### src/rtl/cpu_datapath.sv
// cpu_datapath: PC, IR, AC and ALU for the 8-bit accumulator CPU; executes control strobes.
// Revision: 1.0
`default_nettype none

module cpu_datapath #(
  parameter int AWIDTH = 5,
  parameter int DWIDTH = 8
) (
  input  logic              clk,
  input  logic              rst_,
  input  logic              rd,
  input  logic              wr,
  input  logic              ld_ir,
  input  logic              ld_ac,
  input  logic              ld_pc,
  input  logic              inc_pc,
  input  logic              halt,
  input  logic              data_e,
  input  logic              sel,
  output logic [2:0]        opcode,
  output logic              zero,
  output logic [AWIDTH-1:0] addr,
  input  logic [DWIDTH-1:0] mem_din,
  output logic [DWIDTH-1:0] mem_dout,
  output logic              mem_rd,
  output logic              mem_wr,
  output logic              halted,
  output logic [7:0]        icount
);

  localparam logic [2:0] OP_HLT = 3'd0;
  localparam logic [2:0] OP_SKZ = 3'd1;
  localparam logic [2:0] OP_ADD = 3'd2;
  localparam logic [2:0] OP_AND = 3'd3;
  localparam logic [2:0] OP_XOR = 3'd4;
  localparam logic [2:0] OP_LDA = 3'd5;
  localparam logic [2:0] OP_STO = 3'd6;
  localparam logic [2:0] OP_JMP = 3'd7;

  localparam logic [7:0] ICOUNT_MAX = 8'hFF;

  logic [AWIDTH-1:0] pc_q, pc_d;
  logic [DWIDTH-1:0] ir_q, ir_d;
  logic [DWIDTH-1:0] ac_q, ac_d;
  logic              halted_q, halted_d;
  logic [7:0]        icount_q, icount_d;

  logic [AWIDTH-1:0] operand;
  logic [DWIDTH-1:0] alu_result;

  assign opcode  = ir_q[DWIDTH-1 -: 3];
  assign operand = ir_q[AWIDTH-1:0];

  always_comb begin
    alu_result = ac_q;
    case (opcode)
      OP_ADD:  alu_result = ac_q + mem_din;
      OP_AND:  alu_result = ac_q & mem_din;
      OP_XOR:  alu_result = ac_q ^ mem_din;
      OP_LDA:  alu_result = mem_din;
      OP_HLT, OP_SKZ, OP_STO, OP_JMP: alu_result = ac_q;
      default: alu_result = ac_q;
    endcase
  end

  // Once halted, every architectural load is suppressed; only reset recovers.
  always_comb begin
    pc_d     = pc_q;
    ir_d     = ir_q;
    ac_d     = ac_q;
    icount_d = icount_q;
    halted_d = halted_q | halt;
    if (!halted_q) begin
      if (ld_ir) begin
        ir_d = mem_din;
        if (icount_q != ICOUNT_MAX) begin
          icount_d = icount_q + 8'd1;
        end
      end
      if (ld_pc) begin
        pc_d = operand;
      end else if (inc_pc) begin
        pc_d = pc_q + AWIDTH'(1);
      end
      if (ld_ac) begin
        ac_d = alu_result;
      end
    end
  end

  always_ff @(posedge clk or negedge rst_) begin
    if (!rst_) begin
      pc_q     <= '0;
      ir_q     <= '0;
      ac_q     <= '0;
      halted_q <= 1'b0;
      icount_q <= '0;
    end else begin
      pc_q     <= pc_d;
      ir_q     <= ir_d;
      ac_q     <= ac_d;
      halted_q <= halted_d;
      icount_q <= icount_d;
    end
  end

  // zero reflects the AC register so SKZ sees the pre-load value.
  assign zero     = (ac_q == '0);
  assign addr     = sel ? pc_q : operand;
  assign mem_dout = data_e ? ac_q : '0;
  assign mem_rd   = rd;
  assign mem_wr   = wr;
  assign halted   = halted_q;
  assign icount   = icount_q;

endmodule

`default_nettype wire

### config.mk
export PLATFORM = sky130hd
export DESIGN_NAME = cpu_datapath
export DESIGN_NICKNAME = d
export VERILOG_FILES = /design/src/rtl/cpu_datapath.sv
export SDC_FILE = /design/constraint.sdc
export NUM_CORES = 1
export LEC_CHECK = 0
export BUFFER_PORTS_ARGS = -buffer_cell sky130_fd_sc_hd__buf_2
export CAP_MARGIN = 20
export CORE_ASPECT_RATIO = 0.7
export CORE_MARGIN = 8
export CORE_UTILIZATION = 49
export DETAILED_ROUTE_END_ITERATION = 8
export GPL_TIMING_DRIVEN = 0
export HOLD_SLACK_MARGIN = 0.03
export PLACE_DENSITY_LB_ADDON = 0.15
export SLEW_MARGIN = 20
export SYNTH_ARGS = -nofsm -noshare
export SYNTH_HDL_FRONTEND = slang
export SYNTH_SLANG_ARGS = --single-unit
### constraint.sdc
create_clock -name clk -period 1.85 [get_ports clk]
set_input_delay 0.0925 -clock clk [delete_from_list [all_inputs] [get_ports clk]]
set_output_delay 0.0925 -clock clk [all_outputs]
set_load 0.02 [all_outputs]
Word-level counts from Yosys, hierarchy flattened
Index checks and enable logic that the tools add are counted.

operators by class
  add/subtract/negate cells = 3
  equality and inequality tests = 8
  mux-type cells = 5
  bitwise operators = 5
  reduce and logical (&&, ||, !) cells = 8

operators by type and width
  kind                                                              number
  8-bit one-hot mux with 4 select lines                             1
  5-bit 2-to-1 mux                                                  3
  3-bit == test (second input constant)                             4
  8-bit by 1-bit adder with 8-bit output (second input constant)    1
  8-bit adder                                                       1
  8-bit bitwise AND                                                 1
  8-bit logical NOT                                                 1
  8-bit 2-to-1 mux                                                  1
  8-bit inequality test (second input constant)                     1
  8-bit bitwise XOR                                                 1
  3-bit by 2-bit == test with 1-bit output (second input constant)  2
  3-bit AND reduction                                               2
  5-bit by 1-bit adder with 5-bit output (second input constant)    1
  2-bit AND reduction                                               2
  4-bit OR reduction                                                1
  3-bit by 1-bit == test with 1-bit output (second input constant)  1
  3-bit logical NOT                                                 1
  1-bit NOT                                                         2
  2-bit nonzero test                                                1
  1-bit OR                                                          1

storage, ports and cells
  flip-flop bits (word level) = 30
  input bits = 19
  output and inout bits = 28
  logic and storage cells = 34

Logic depth before layout (Yosys ltp)
Gate-level depths: netlist of the first run.

  depth after elaboration = 4
  depth in mapped cells = 8
  depth with buffers taken out = 8

Worst setup path before layout of the first run
Ideal clock, no wire load.

  path kind = flip-flop to flip-flop
  start point = register ac_q[0]
  end point = register ac_q[4]
  library setup time = 0.136 ns
  arrival time = 1.638 ns
  data required time = 1.714 ns
  setup slack = 0.076 ns
  stages on the path, launching flop included = 9
  buffers on the path = 0
  clock period less this slack = 1.774 ns
  cell sequence = dfrtp_1 -> ha_1 -> inv_1 -> fa_1 -> nor2b_1 -> o31a_1 -> a21oi_1 -> a221oi_1 -> o21ai_0

between the ends
  cells in the longest elaborated chain, start to end = 2

RTL lines
  element                                line  source
  start, declared                        44    logic [DWIDTH-1:0] ac_q, ac_d;
  start signal, assigned                 95    ac_q <= '0;
  start signal, assigned                 101   ac_q <= ac_d;
  8-bit adder                            57    OP_ADD: alu_result = ac_q + mem_din;
  8-bit one-hot mux with 4 select lines  56    case (opcode)

No other way between the ends.
A chain may end at the register's enable or synchronous reset.

Worst setup path in the final report of the first run
  start point = register ac_q[0]
  end point = register ac_q[7]

The elaborated chain is that of the path after synthesis.

==> results of run 1 <==
[power by group through the flow]
| stage | Clock, mW | Sequential, mW | Combinational (mW) |
|---|---|---|---|
| after detailed placement | 0 | 0.788 | 0.548 |
| after CTS | 0.850 | 0.776 | 0.582 |
| final | 0.839 | 0.779 | 0.610 |
| after global routing | 0.887 | 0.786 | 0.664 |
| after floorplan | 0 | 0.777 | 0.392 |
| after global placement | 0 | 0.789 | 0.541 |
[cells by family after synthesis]
| family | after synthesis | synth area share, % |
|---|---|---|
| buffers and inverters | 20 | 5.700 |
| AO/OA/AOI/OAI | 54 | 17.40 |
| adder cells (fa/ha/maj) | 11 | 7.035 |
| flip-flops | 30 | 36.39 |
| XOR/XNOR | 6 | 2.547 |
| AND/OR/NAND/NOR | 72 | 18.86 |
| multiplexers | 23 | 12.07 |
[what timing repair did]
action | CTS | global route
pin swaps | 3 | 4
hold buffers | 2 | 0
resized for setup | 9 | 4
hold endpoints to repair | 31 | 0
buffers inserted | 2 | 2
endpoints found under the setup margin | 3 | 3
[sequential cells by signal, summed over array words and instances (netlist names)]
signal	flops
ac_q	8
halted	1
icount	8
ir_q	8
pc_q	5
[final cells by class]
cell class | instances | area [um2] | share of cell area [%]
Clock inverter | 2 | 60.06 | 2.312
Clock buffer | 6 | 82.58 | 3.179
Sequential cell | 30 | 750.7 | 28.90
Inverter | 5 | 18.77 | 0.7225
Multi-Input combinational cell | 166 | 1251 | 48.17
Buffer | 15 | 98.84 | 3.805
Timing Repair Buffer | 50 | 270.3 | 10.40
Tap cell | 52 | 65.06 | 2.505
[per-stage QoR]
step | setup TNS (ps) | hold WS (ps) | instance area [um2] | utilization [%] | cells
6_report | 0 | 61.60 | 2597 | 65.04 | 326
5_1_grt | -71.14 | 65.83 | 2597 | 65.04 | 326
4_1_cts | 0 | 59.84 | 2561 | 64.13 | 324
3_5_place_dp | -331.5 | 172.9 | 2349 | 58.80 | 312
3_3_place_gp | -379.7 | 177.9 | 2349 | 58.80 | 312
2_1_floorplan | 0 | -203.1 | 2063 | - | 216
[worst max-delay path, cell delays in order (launching register included)]
cell	delay [ps]
dfrtp_1	420
ha_4	180
buf_4	130
a211oi_2	260
o21ai_2	120
a41oi_2	230
mux2i_1	240
o211ai_1	120
[per-layer routing]
layer / vias to the layer above / wire (um) / global-route usage (%)
met5: - / 0 / 0
met4: 0 / 50 / 3.327
met3: 7 / 425 / 4.909
met2: 77 / 2208 / 22.31
met1: 864 / 2499 / 23.21
li1: 899 / - / -
[how the worst min path moves through the flow]
| stage | to | start | slack (ps) | cells past startpoint |
|---|---|---|---|---|
| floorplan | ac_q[0] | rst_ | -200 | 0 |
| global placement | ac_q[4] | rst_ | 180 | 1 |
| detailed placement | ac_q[4] | rst_ | 170 | 1 |
| CTS | ir_q[6] | mem_din[6] | 60 | 3 |
| global route | ir_q[6] | mem_din[6] | 70 | 3 |
| finish | ir_q[6] | mem_din[6] | 60 | 3 |
[cell usage in the layout, fill, tap and decap left out, types with 3 or more instances in the layout]
master,instances
buf_2,47
dfrtp_1,30
nand2_1,19
o21ai_0,16
mux2_2,15
nor2_1,11
buf_4,10
a21oi_1,9
and2_1,8
mux2i_1,8
ha_1,8
nand4_1,6
clkbuf_8,6
nor3_1,5
inv_1,4
a21o_1,4
clkbuf_1,3
or2_2,3
nor2b_1,3
xnor2_1,3
xor2_1,3
and3b_1,3
and3_1,3
a31oi_1,3
==> key figures, run 1 <==
Status
  • Status: finished clean

Logic synthesis
  • Distinct cells, synth: 49
  • Yosys top cell by area: dfrtp_1
  • Post-synthesis sequential area ratio: 36.39%
  • Synth cell count leaders: dfrtp_1, nand2_1, o21ai_0
  • Post-synth net total: 246
  • Top_reg_cell synth: dfrtp_1
  • Warnings, synthesis: 0
  • Post-synth EDFFs: 0
  • #FFs+latches synth: 30
  • Syn avg cell area: 9.552 um2
  • Async SR Flop Fraction: 100.0%
  • Most common cell in the netlist: dfrtp_1
  • Cell Area, Synth: 2063 um2
  • Top cells by area, synth: dfrtp_1, mux2_2, ha_1
  • Post-synthesis cell count: 216
  • Top-area cell type share of the netlist area: 36.39%

Timing
  • Fin. Hold Viols: 0
  • Fin crit period: 1828 ps
  • RSZ-0062 raised after global routing: true
  • Fin crit share: 98.82%
  • Relative slew slack: 55.07%
  • Maximum clock rate: 547.0 MHz
  • Worst-Margin Slew: 674.0 ps
  • Clk_skew: 7.811 ps
  • Worst setup margin: 21.88 ps
  • Setup Viol. Count Final: 0
  • Final-report max-slew violation count: 0

CTS
  • Sink Count: 30
  • CTS buffer count: 5
  • CTS root buf: clkbuf_8
  • CTS tree: built
  • Clock Tree Buf Depth: 2
  • Clock transition at path regs: 70 ps
  • Clk_lat worst skew: 280 ps
  • H-tree depth: 2

Power and ir drop
  • Clock power frac: 37.7%
  • Worst vdd ir: 0.6617 mV
  • Combinational power share: 27.4%
  • Leak: 1.284 nW
  • Sw Share: 29.60%
  • P_int: 1.568 mW
  • Pwr Total: 2.227 mW
  • Switching power: 0.6592 mW
  • Seq pwr share: 35.0%
  • Pwr per Cell Area: 857.5 nW/um2

Setup path
  • R2R setup slack: 20 ps
  • Worst EP required: 2000 ps
  • CP Capture Type: register
  • Startpoint Class: register
  • Worst setup endpoint: ac_q[7]
  • Setup Crit Path Kind: reg2reg
  • Crit Reg-Reg Endpoint: ac_q[7]
  • Critical path arrival: 1980 ps
  • CP max FO: 3
  • FF-to-FF path depth: 7
  • RR Startpoint: ac_q[0]
  • Crit path from: ac_q[0]

GRT
  • GRT overflow: 0
  • Vias in the first global route: 1714
  • Initial antenna violation count: 0
  • Overall Global Routing Usage: 16.00%
  • Global-route wire length before repair: 8590 um
  • Largest net degree at the start of global routing: 31

Place
  • Port Buffers: 44
  • Setup slack after placement: -155.2 ps
  • Placer Congestion: 0.8427
  • HPWL Detailed: 3809 um

Routing
  • Number of vias per cell: 5.666
  • Routed Wire Length: 5183 um
  • DRT iter0 DRCs: 98
  • 1st-pass router iterations: 4
  • DRC: 0
  • Vias: 1847
  • Drt wl/cell: 15.90 um
  • Remaining antenna violation count: 0

Final layout
  • Share of layout cells above drive strength 1: 36.86%
  • Fillcell total: 340
  • P&R area growth vs syn: 25.89%
  • Nets: 303
  • Antenna fix cells: 0

Floorplanning
  • Core ar.: 3994 um2
  • Die area: 6576 um2
  • Initial Util: 51.66%
  • FP Rows: 19
  • Die W: 93.56 um
  • # IOs: 47
  • Die Y: 70.29 um

Min path
  • Hold crit path type: in2reg

Job
  • Number of max-cap violations: 0
(Power assumes the default switching activity.)
==> run 2: changes to the inputs <==
Settings changed: ABC_AREA set to 1.
==> run 2 against run 1 <==
  * Combinational power is 14% lower
  * Cell area is 4.4% lower
  * Sequential share of layout area rose by 1.3 points
  * Clock power shrank 21%
  * Synthesized area increased by 0.30%
  * Clock-buffer cell count grew 1
  * Synthesized cell count grew 31%
  * Largest cell class unchanged
  * Sequential power grew 0.6%
  * Routed wire length increased by 2.7%
  * Maximum frequency grew 7.0%
  * Critical path depth is the same
==> key figures, run 2 <==
Power and ir drop
  • Switching power: 0.6529 mW
  • Combinational power share: 26.5%
  • P_int: 1.319 mW
  • Pwr Total: 1.972 mW
  • Sw Share: 33.11%
  • Pwr per Cell Area: 794.1 nW/um2
  • Worst vdd ir: 0.5142 mV
  • Leak: 1.358 nW
  • Clock power frac: 33.8%
  • Seq pwr share: 39.8%

Logic synthesis
  • Post-synthesis sequential area ratio: 36.28%
  • Most common cell in the netlist: nand2_1
  • Async SR Flop Fraction: 100.0%
  • Top-area cell type share of the netlist area: 36.28%
  • Yosys top cell by area: dfrtp_1
  • Top cells by area, synth: dfrtp_1, nand2_1, inv_1
  • Post-synth net total: 312
  • Synth cell count leaders: nand2_1, inv_1, dfrtp_1
  • Syn avg cell area: 7.339 um2
  • Post-synth EDFFs: 0
  • Top_reg_cell synth: dfrtp_1
  • Distinct cells, synth: 34
  • Post-synthesis cell count: 282
  • Warnings, synthesis: 0
  • #FFs+latches synth: 30
  • Cell Area, Synth: 2069 um2

Final layout
  • Fillcell total: 378
  • Leading cell type in the layout, fill and taps excluded: nand2_1
  • Post-layout util: 62.19%
  • Nets: 364
  • P&R area growth vs syn: 20.01%
  • Share of layout cells above drive strength 1: 23.58%
  • Commonest non-fill, non-tap cells in the layout: nand2_1, buf_2, inv_1
  • Antenna fix cells: 0

Timing
  • Fin crit period: 1708 ps
  • Clk_skew: 8.243 ps
  • RSZ-0062 raised after global routing: false
  • Setup TNS: 0 ps
  • Fin crit share: 92.32%
  • WHS: 54.51 ps
  • Setup Viol. Count Final: 0
  • Relative slew slack: 54.31%
  • Fin. Hold Viols: 0
  • Final-report max-slew violation count: 0
  • Maximum clock rate: 585.5 MHz
  • Worst-Margin Slew: 685.4 ps

CTS
  • H-tree depth: 2
  • CTS tree: built
  • Clk_lat worst skew: 290 ps
  • CTS buffer count: 5
  • Clock transition at path regs: 70 ps
  • Clock Tree Buf Depth: 2
  • CTS root buf: clkbuf_8
  • Sink Count: 30

Routing
  • DRC: 0
  • DRT iter0 DRCs: 88
  • Number of vias per cell: 5.106
  • 1st-pass router iterations: 4
  • Remaining antenna violation count: 0
  • Drt wl/cell: 13.75 um
  • Vias: 1976
  • Routed Wire Length: 5321 um

GRT
  • Largest net degree at the start of global routing: 31
  • Global-route wire length before repair: 8976 um
  • GRT overflow: 0
  • Overall Global Routing Usage: 17.03%
  • Initial antenna violation count: 0
  • Vias in the first global route: 1864

Floorplanning
  • FP Rows: 19
  • # IOs: 47
  • Initial Util: 51.82%
  • Die area: 6592 um2
  • Die Y: 70.38 um
  • Die W: 93.68 um
  • Core ar.: 3994 um2

Status
  • Status: finished clean

Place
  • Port Buffers: 42
  • Placer Congestion: 0.8989
  • HPWL Detailed: 4073 um

Setup path
  • Setup Crit Path Kind: reg2reg
  • Worst EP required: 2020 ps
  • CP max FO: 3
  • CP Capture Type: register
  • Critical path arrival: 1870 ps
  • Startpoint Class: register

Min path
  • Hold crit path type: in2reg

Job
  • Number of max-cap violations: 0
-- run 2: cell count changes after synthesis, moves of 5 or more --
cell	before	now
inv_1	5	35
nand2_1	19	78
mux2_2	15	0
nand3_1	2	15
nor2_1	11	23
nand4_1	6	1
mux2i_1	8	0
and2_1	8	1
-- run 2: cells by family (layout without fill, tap and decap cells) --
kind of cell	after synthesis	count (layout)	synth area share (%)
muxes	1	1	0.5441
DFF	30	30	36.28
adders and majority gates	11	11	7.013
buffers and inverters	49	102	9.976
and+or+nand+nor	140	140	31.26
xor gates and xnor gates	10	10	4.232
AOI/OAI and AO/OA	41	41	10.70
-- run 2: power groups by stage --
| stage | combinational (mW) | clock, mW | sequential [mW] |
|---|---|---|---|
| 6_report | 0.522 | 0.666 | 0.784 |
| 5_1_grt | 0.591 | 0.716 | 0.794 |
| 3_3_place_gp | 0.499 | 0 | 0.794 |
| 4_1_cts | 0.515 | 0.678 | 0.784 |
| 3_5_place_dp | 0.509 | 0 | 0.796 |
| 2_1_floorplan | 0.363 | 0 | 0.781 |
-- run 2: final timing paths --
| kind | start | end | slack, ps | cells past startpoint |
|---|---|---|---|---|
| max | ac_q[0] | ac_q[2] | 140 | 7 |
| min | mem_din[3] | ir_q[3] | 50 | 3 |
| max reg2reg | ac_q[0] | ac_q[2] | 140 | 7 |
| min reg2reg | ir_q[1] | ir_q[1] | 490 | 2 |
| max in group asynchronous | rst_ | ir_q[7] | 1030 | 2 |
| min in group asynchronous | rst_ | pc_q[4] | 380 | 2 |
-- run 2: metal layers --
metal  vias up  track usage (%)  part of all wire, %
li1        997                -                    -
met1       888            23.61                   49
met2        83            22.93                   39
met3         8            6.083                   11
met4         0            7.005                  1.4
met5         -                0                    0
-- run 2: metrics by stage --
stage / std cells / setup WS [ps] / instance area, um2
6_report: 387 / 142.0 / 2484
3_3_place_gp: 376 / 82.78 / 2345
2_1_floorplan: 282 / 282.5 / 2069
5_1_grt: 387 / 56.43 / 2484
3_5_place_dp: 376 / 62.12 / 2345
4_1_cts: 386 / 41.13 / 2471
-- run 2: worst max-delay path, stage by stage (launching register included) --
cell and delay, ps:
dfrtp_1 370, ha_2 200, inv_1 60, fa_2 360
xor2_1 150, nor3_1 60, o21ai_0 280, nand2_1 100
-- run 2: cell type report --
class                   count  area [um2]  share of cell area, %
well taps                  52       65.06                  2.620
repair buffers             45       237.7                  9.572
plain buffers               9       53.80                  2.166
inverters                  40       152.6                  6.146
multi-input cells         203        1117                  44.99
flip-flops and latches     30       750.7                  30.23
clock inverters             1       30.03                  1.209
clock buffers               7       76.32                  3.073
-- run 2: what timing repair did --
item | 4_1_cts | 5_1_grt
resized for setup | 0 | 2
endpoints found under the setup margin | 0 | 3
buffers inserted | 0 | 1
hold endpoints to repair | 31 | 0
hold buffers | 2 | 0
==> run 3: changes to the inputs <==
Settings changed: CORE_ASPECT_RATIO 0.7 to 1.75.
==> run 3 against run 2 <==
  * Via count decreased by 0.15%
  * Total power shrank 6.6%
  * Hold slack about the same
  * Clock skew shrank 2.2 ps
  * Critical path depth rose by 3
  * Clock power fell by 19%
  * First-iteration DRC count is 2.3% lower
  * Core utilization is 2.2 points lower
  * Global-route usage shrank 0.51 points
  * Maximum frequency down 1.5%
  * Critical path type unchanged
  * Largest power group unchanged
==> key figures, run 3 (synthesis results as in run 2) <==
Final layout
  • Fin cells: 384
  • Antenna fix cells: 0
  • Nets: 364
  • Area of the multi-input gates: 1117 um2
  • P&R area growth vs syn: 19.10%
  • Storage cell area: 750.7 um2
  • Commonest non-fill, non-tap cells in the layout: nand2_1, buf_2, inv_1
  • Fillcell total: 422
  • Share of layout cells above drive strength 1: 23.88%
  • Leading cell type in the layout, fill and taps excluded: nand2_1

Floorplanning
  • Die W: 65.13 um
  • Die area: 6641 um2
  • # IOs: 47
  • FP Rows: 31
  • Core ar.: 4111 um2
  • Die Y: 102.0 um
  • Initial Util: 50.33%

GRT
  • Initial antenna violation count: 0
  • Overall Global Routing Usage: 16.52%
  • Global Route met1 Usage: 16.46%
  • GRT busiest layer: met2
  • GRT overflow: 0
  • Vias in the first global route: 2025
  • Global-route wire length before repair: 8804 um
  • Largest net degree at the start of global routing: 31
  • Met2 GRT Util: 31.31%
  • Met3 usage: 4.171%

Place
  • Placer Congestion: 0.9174
  • HPWL Detailed: 4050 um
  • Port Buffers: 42
  • Placed insts: 373

Timing
  • Relative slew slack: 55.29%
  • Worst-Margin Slew: 670.6 ps
  • Fin. Hold Viols: 0
  • Setup Viol. Count Final: 0
  • Final-report max-slew violation count: 0
  • Clk_skew: 6.044 ps
  • Maximum clock rate: 576.6 MHz
  • Fin crit period: 1734 ps
  • Fin crit share: 93.74%

CTS
  • CTS tree: built
  • Clock Tree Buf Depth: 2
  • Sink Count: 30
  • Clock transition at path regs: 60 ps
  • CTS root buf: clkbuf_8
  • H-tree depth: 2
  • CTS buffer count: 5
  • Clk_lat worst skew: 280 ps

Routing
  • Routed Wire Length: 5010 um
  • DRT iter0 DRCs: 86
  • Remaining antenna violation count: 0
  • Vias: 1973
  • 1st-pass router iterations: 4
  • Number of vias per cell: 5.138
  • DRC: 0
  • Drt wl/cell: 13.05 um

Setup path
  • Startpoint Class: register
  • Setup Crit Path Kind: reg2reg
  • CP max FO: 3
  • Worst EP required: 2040 ps
  • CP Capture Type: register
  • Critical path arrival: 1930 ps

Job
  • Number of max-cap violations: 0

Power and ir drop
  • Pwr Total: 1.841 mW
  • Leak: 1.353 nW
  • Worst vdd ir: 0.5359 mV
  • Pwr per Cell Area: 747.1 nW/um2

Min path
  • Hold crit path type: in2reg

Status
  • Status: finished clean
==> run 3: cell count changes in the layout (fill, tap and decap cells not counted) <==
cell / delta
clkbuf_8: +1
clkinv_2: +1
bufinv_16: -1
clkbuf_1: -1
==> run 3: per-stage QoR <==
| stage | TNS, ps | worst slack, ps | util (%) | instance area [um2] | hold WS (ps) |
|---|---|---|---|---|---|
| after global routing | -4.929 | -4.929 | 59.95 | 2465 | 73.90 |
| after CTS | 0 | 14.43 | 59.65 | 2452 | 53.14 |
| after detailed placement | 0 | 50.71 | 56.94 | 2341 | 166.0 |
| final | 0 | 115.8 | 59.95 | 2465 | 54.60 |
| after floorplan | 0 | 282.5 | - | 2069 | -203.1 |
| after global placement | 0 | 34.09 | 56.94 | 2341 | 174.6 |
==> run 3: worst paths after layout <==
kind	startpoint	endpoint	slack (ps)	cells past startpoint
hold reg to reg	ir_q[1]	ir_q[1]	490	2
min in group asynchronous	rst_	ir_q[6]	380	2
setup reg to reg	ac_q[0]	ac_q[4]	120	10
max in group asynchronous	rst_	ac_q[3]	1030	2
hold / removal	mem_din[5]	ir_q[5]	50	3
setup / recovery	ac_q[0]	ac_q[4]	120	10
==> run 3: where the power goes <==
group	leakage, nW	switching, mW	total [mW]	internal, mW
Combinational	0.931	0.318	0.518	0.200
Sequential	0.374	0.0649	0.781	0.716
Clock	0.0482	0.243	0.542	0.299
==> run 3: metal layers <==
metal  share of wire [%]  vias to the layer above  wire length, um
li1                    -                     1000                -
met1                  37                      922             1869
met2                  56                       44             2790
met3                 5.3                        7              265
met4                 1.7                        0               85
met5                   0                        -                0
==> run 3: cell type report <==
type                       count  share of cell area [%]
clock buffer                   7                   3.503
sequential                    30                   30.46
clock inverter                 1                  0.2030
timing repair buffer          45                   9.645
tap                           49                   2.487
buffer                         9                   2.183
multi-input combinational    203                   45.33
inverter                      40                   6.193
==> run 3: critical path, cell delays in order, from the launching register on <==
cell and delay, ps:
dfrtp_1 380, ha_2 210, inv_1 60, fa_2 360, inv_1 60, nand2_1 40, nand2_1 70, nand2_1 60
xnor2_1 140, nand2_1 60, a21oi_1 190
==> run 3: timing repair <==
item,CTS,global route
setup buffers,0,1
endpoints found under the setup margin,0,2
hold endpoints to repair,31,0
hold buffers,2,0
resized for setup,0,2
